===== src/rtl/sync_fifo.sv =====
// Single-clock FIFO with registered read data, full/empty/count status and
// one-cycle overflow/underflow pulses for rejected requests.
module sync_fifo #(
    parameter int unsigned DATA_WIDTH = 8,
    parameter int unsigned DEPTH      = 8,
    parameter int unsigned ADDR_WIDTH = 3
) (
    input  logic                  clk,
    input  logic                  rst,
    input  logic                  wr_en,
    input  logic                  rd_en,
    input  logic [DATA_WIDTH-1:0] data_in,
    output logic [DATA_WIDTH-1:0] data_out,
    output logic                  full,
    output logic                  empty,
    output logic [ADDR_WIDTH:0]   count,
    output logic                  overflow,
    output logic                  underflow
);

    localparam int unsigned PTR_W = ADDR_WIDTH + 1;

    logic [DATA_WIDTH-1:0] mem [DEPTH];
    logic [PTR_W-1:0]      wr_ptr;
    logic [PTR_W-1:0]      rd_ptr;
    logic [PTR_W-1:0]      count_nxt;
    logic                  wr_acc_c;
    logic                  rd_acc_c;

    // A write into a full FIFO is still accepted when a read frees the slot on the same edge.
    always_comb begin
        rd_acc_c  = rd_en && !empty;
        wr_acc_c  = wr_en && (!full || rd_acc_c);
        count_nxt = count;
        if (wr_acc_c && !rd_acc_c) begin
            count_nxt = count + PTR_W'(1);
        end else if (rd_acc_c && !wr_acc_c) begin
            count_nxt = count - PTR_W'(1);
        end
    end

    always_ff @(posedge clk) begin
        if (rst) begin
            wr_ptr    <= '0;
            rd_ptr    <= '0;
            count     <= '0;
            empty     <= 1'b1;
            full      <= 1'b0;
            data_out  <= '0;
            overflow  <= 1'b0;
            underflow <= 1'b0;
        end else begin
            if (wr_acc_c) begin
                wr_ptr <= wr_ptr + PTR_W'(1);
            end
            if (rd_acc_c) begin
                rd_ptr   <= rd_ptr + PTR_W'(1);
                data_out <= mem[rd_ptr[ADDR_WIDTH-1:0]];
            end
            count     <= count_nxt;
            full      <= (count_nxt == PTR_W'(DEPTH));
            empty     <= (count_nxt == '0);
            overflow  <= wr_en && full && !rd_acc_c;
            underflow <= rd_en && empty;
        end
    end

    // Storage carries no reset; contents are meaningless until written.
    always_ff @(posedge clk) begin
        if (!rst && wr_acc_c) begin
            mem[wr_ptr[ADDR_WIDTH-1:0]] <= data_in;
        end
    end

endmodule


===== config.mk =====
export PLATFORM = sky130hd
export DESIGN_NAME = sync_fifo
export DESIGN_NICKNAME = d
export VERILOG_FILES = /design/src/rtl/sync_fifo.sv
export SDC_FILE = /design/constraint.sdc
export NUM_CORES = 1
export LEC_CHECK = 0
export ABC_AREA = 1
export CAP_MARGIN = 20
export CORE_MARGIN = 2
export CORE_UTILIZATION = 55
export DETAILED_ROUTE_END_ITERATION = 8
export PLACE_DENSITY_LB_ADDON = 0.25
export SLEW_MARGIN = 40
export SYNTH_ARGS = -nofsm -noshare
export SYNTH_HDL_FRONTEND = slang
export SYNTH_SLANG_ARGS = --single-unit

===== constraint.sdc =====
create_clock -name clk -period 2.41 [get_ports clk]
set_clock_uncertainty 0.15 [all_clocks]
set_input_delay 0.723 -clock clk [delete_from_list [all_inputs] [get_ports clk]]
set_output_delay 0.723 -clock clk [all_outputs]
set_load 0.05 [all_outputs]

==> flow_metrics.py <==
metrics = {
    "timing": {
        "slew_headroom": 0.666,
        "hold_slack_ns": 0.333,
        "final.setup.tns_ns": 0,
        "rsz0062_at_grt": "false",
        "post-route-period-util": 0.976,
        "finalSetupViolCount": 0,
        "slew_violations": 0,
        "clock.fmax_ghz": 0.425,
        "tightestPinTransition_ns": 0.500,
        "min_period_ns": 2.35,
        "hold_violations": 0,
    },
    "finish": {
        "stdcell_area_sq_um": 4200,
        "final_common_cell": "edfxtp_1",
        "drive_gt1_frac": 0.134,
        "mostFrequentLayoutCells": "edfxtp_1, nand2_1, o21ai_0",
        "areaGrowthSynthToFinish_pct": 18.7,
        "final_nets": 377,
        "final_core_util": 0.669,
        "diodes": 0,
    },
    "flow_run": {
        "cap_violations": 0,
    },
    "route": {
        "wl_met1_mm": 3.30,
        "dr_wl_met2_mm": 3.48,
        "vias": 2402,
        "first_pass_iters": 4,
        "viasPerCell": 5.42,
        "top_layer": "met4",
        "wl_met3_um": 438,
        "wl_per_cell_um": 16.5,
        "final_antenna_net_count": 0,
        "drt-total-wl_mm": 7.30,
        "post-route-drc-count": 0,
        "drtIter0Drc": 225,
    },
    "outcome": {
        "status": "complete, no violations",
    },
    "hold_path": {
        "min_path_type": "register to register",
    },
    "yosys": {
        "netlist_area_sq_um": 3540,
        "syn_inst": 315,
        "synth-edff-count": 64,
        "synth-warning-count": 0,
        "ys.flop_type": "edfxtp_1",
        "yosysUniqueCellTypes": 26,
        "synthArstFlopShare": 0,
        "synth.avg_cell_area_sq_um": 11.2,
        "ys_seq_elements": 86,
        "seq_area_frac_synth": 0.668,
        "syn_nets": 331,
    },
    "clock_network": {
        "h-tree-depth": 3,
        "holdBufCountCts": 0,
        "clk_path_buf_depth": 2,
        "root_buffer": "clkbuf_8",
        "tritoncts": "done",
        "clock-sinks": 86,
        "cts_buffers": 9,
        "clk_latency_ns": 0.34,
        "clk_pin_slew_worst_paths_ns": 0.08,
    },
    "placed_design": {
        "hpwl_mm": 5.25,
        "io_buffers": 27,
        "gp_congestion": 0.855,
        "place_area_sq_um": 3980,
    },
    "die": {
        "dieArea_sq_um": 7090,
        "initial_utilization": 0.563,
        "rows": 29,
        "die_h_um": 84.2,
        "io_pins": 28,
        "core_area_sq_um": 6280,
        "die_x_um": 84.2,
    },
    "worst_setup_path": {
        "critPathLaunchType": "register",
        "critPathCaptureType": "output port",
        "crit_family": "buffers and inverters",
        "arrival_ns": 1.48,
        "critPathRequiredTime_ns": 1.54,
        "critPathKind": "register to output port",
        "critPathMaxStageDelay_ns": 0.80,
        "cpMaxStageDelayCell": "clkdlybuf4s50_1",
        "critPathMaxFanout": 2,
        "path_buf_inv": 1,
        "crit_chain": "clkdlybuf4s50_1",
    },
    "global_routing": {
        "grt.total_usage": 0.223,
        "grt_pass1_wl_mm": 11.8,
        "overflow": 0,
        "grt_max_degree": 41,
        "grt_pass1_vias": 2266,
        "antenna_found_initial": 0,
    },
    "pwr": {
        "power_density_nw_per_um2": 791,
        "ir_drop_mv": 0.506,
        "power.leakage_uw": 0.00159,
    },
}
==> final timing paths <==
kind,start,endpoint,slack (ns),depth (start not counted)
worst max register to register,empty$_SDFF_PP1_,mem[7][0]$_DFFE_PP_,0.61,8
worst max-delay path,data_out[7]$_SDFFE_PP0P_,data_out[7],0.06,1
worst min register to register,full$_SDFF_PP0_,overflow$_SDFF_PP0_,0.33,2
worst min-delay path,full$_SDFF_PP0_,overflow$_SDFF_PP0_,0.33,2
==> stage by stage <==
step	power (uW)	std cells	worst slack (ns)
6_report	3320	443	0.0585
5_1_grt	3470	443	0.00573
4_1_cts	3350	443	0.0343
3_5_place_dp	2280	427	-0.146
3_3_place_gp	2260	427	-0.0888
2_1_floorplan	2090	315	0.0876
==> power by group <==
part	leakage (uW)	switching [uW]	internal, uW	total, uW
registers	0.000759	41.7	1650	1690
logic	0.000719	369	185	555
clock network	0.000110	469	610	1080
==> sequential cells by signal, summed over array words and instances (netlist names) <==
signal     flops
count          4
data_out       8
empty          1
full           1
mem           64
overflow       1
rd_ptr         3
underflow      1
wr_ptr         3
==> worst min-delay path, stage by stage (launching register included) <==
cell and delay [ns]:
dfxtp_1 0.34, nand2_2 0.07, nor3_1 0.04
==> metal layers <==
layer,vias to the layer above,global-route usage
met5,-,0
met4,0,0.0762
met3,8,0.0364
met2,66,0.346
met1,1133,0.323
li1,1195,-
==> Yosys cell counts (2+ instances only) <==
cell type,number,area [sq um]
inv_1,30,113
ha_1,4,50.1
o211ai_1,24,180
edfxtp_1,64,1920
nand3_1,11,55.1
nor2_4,2,22.5
buf_6,3,33.8
buf_2,4,20.0
nor3_1,4,20.0
a21oi_1,24,120
clkinv_1,2,7.51
nor2_1,25,93.8
dfxtp_1,22,440
nand2_1,45,169
buf_4,2,15.0
inv_2,3,11.3
nor2_2,2,12.5
o21ai_0,36,180
==> kinds of logic after synthesis <==
| kind of cell | Yosys count | share of synthesized area |
|---|---|---|
| compound gates | 84 | 0.136 |
| xor+xnor | 2 | 0.00495 |
| fa+ha+maj | 4 | 0.0141 |
| buf+inv | 46 | 0.0591 |
| flops | 86 | 0.668 |
| simple gates | 93 | 0.118 |
==> what timing repair did <==
item	in CTS	in global routing
buffers inserted	0	0
endpoints found under the hold margin	0	0
resized for setup	1	1
endpoints found under the setup margin	1	1
==> cell type report <==
type,count,area [sq um]
flip-flops and latches,86,2360
multi-input cells,183,966
fillers,494,2080
clock inverters,4,70.1
inverters,35,131
clock buffers,12,145
repair buffers,46,427
well taps,77,96.3
Power figures use the tool's default switching activity.
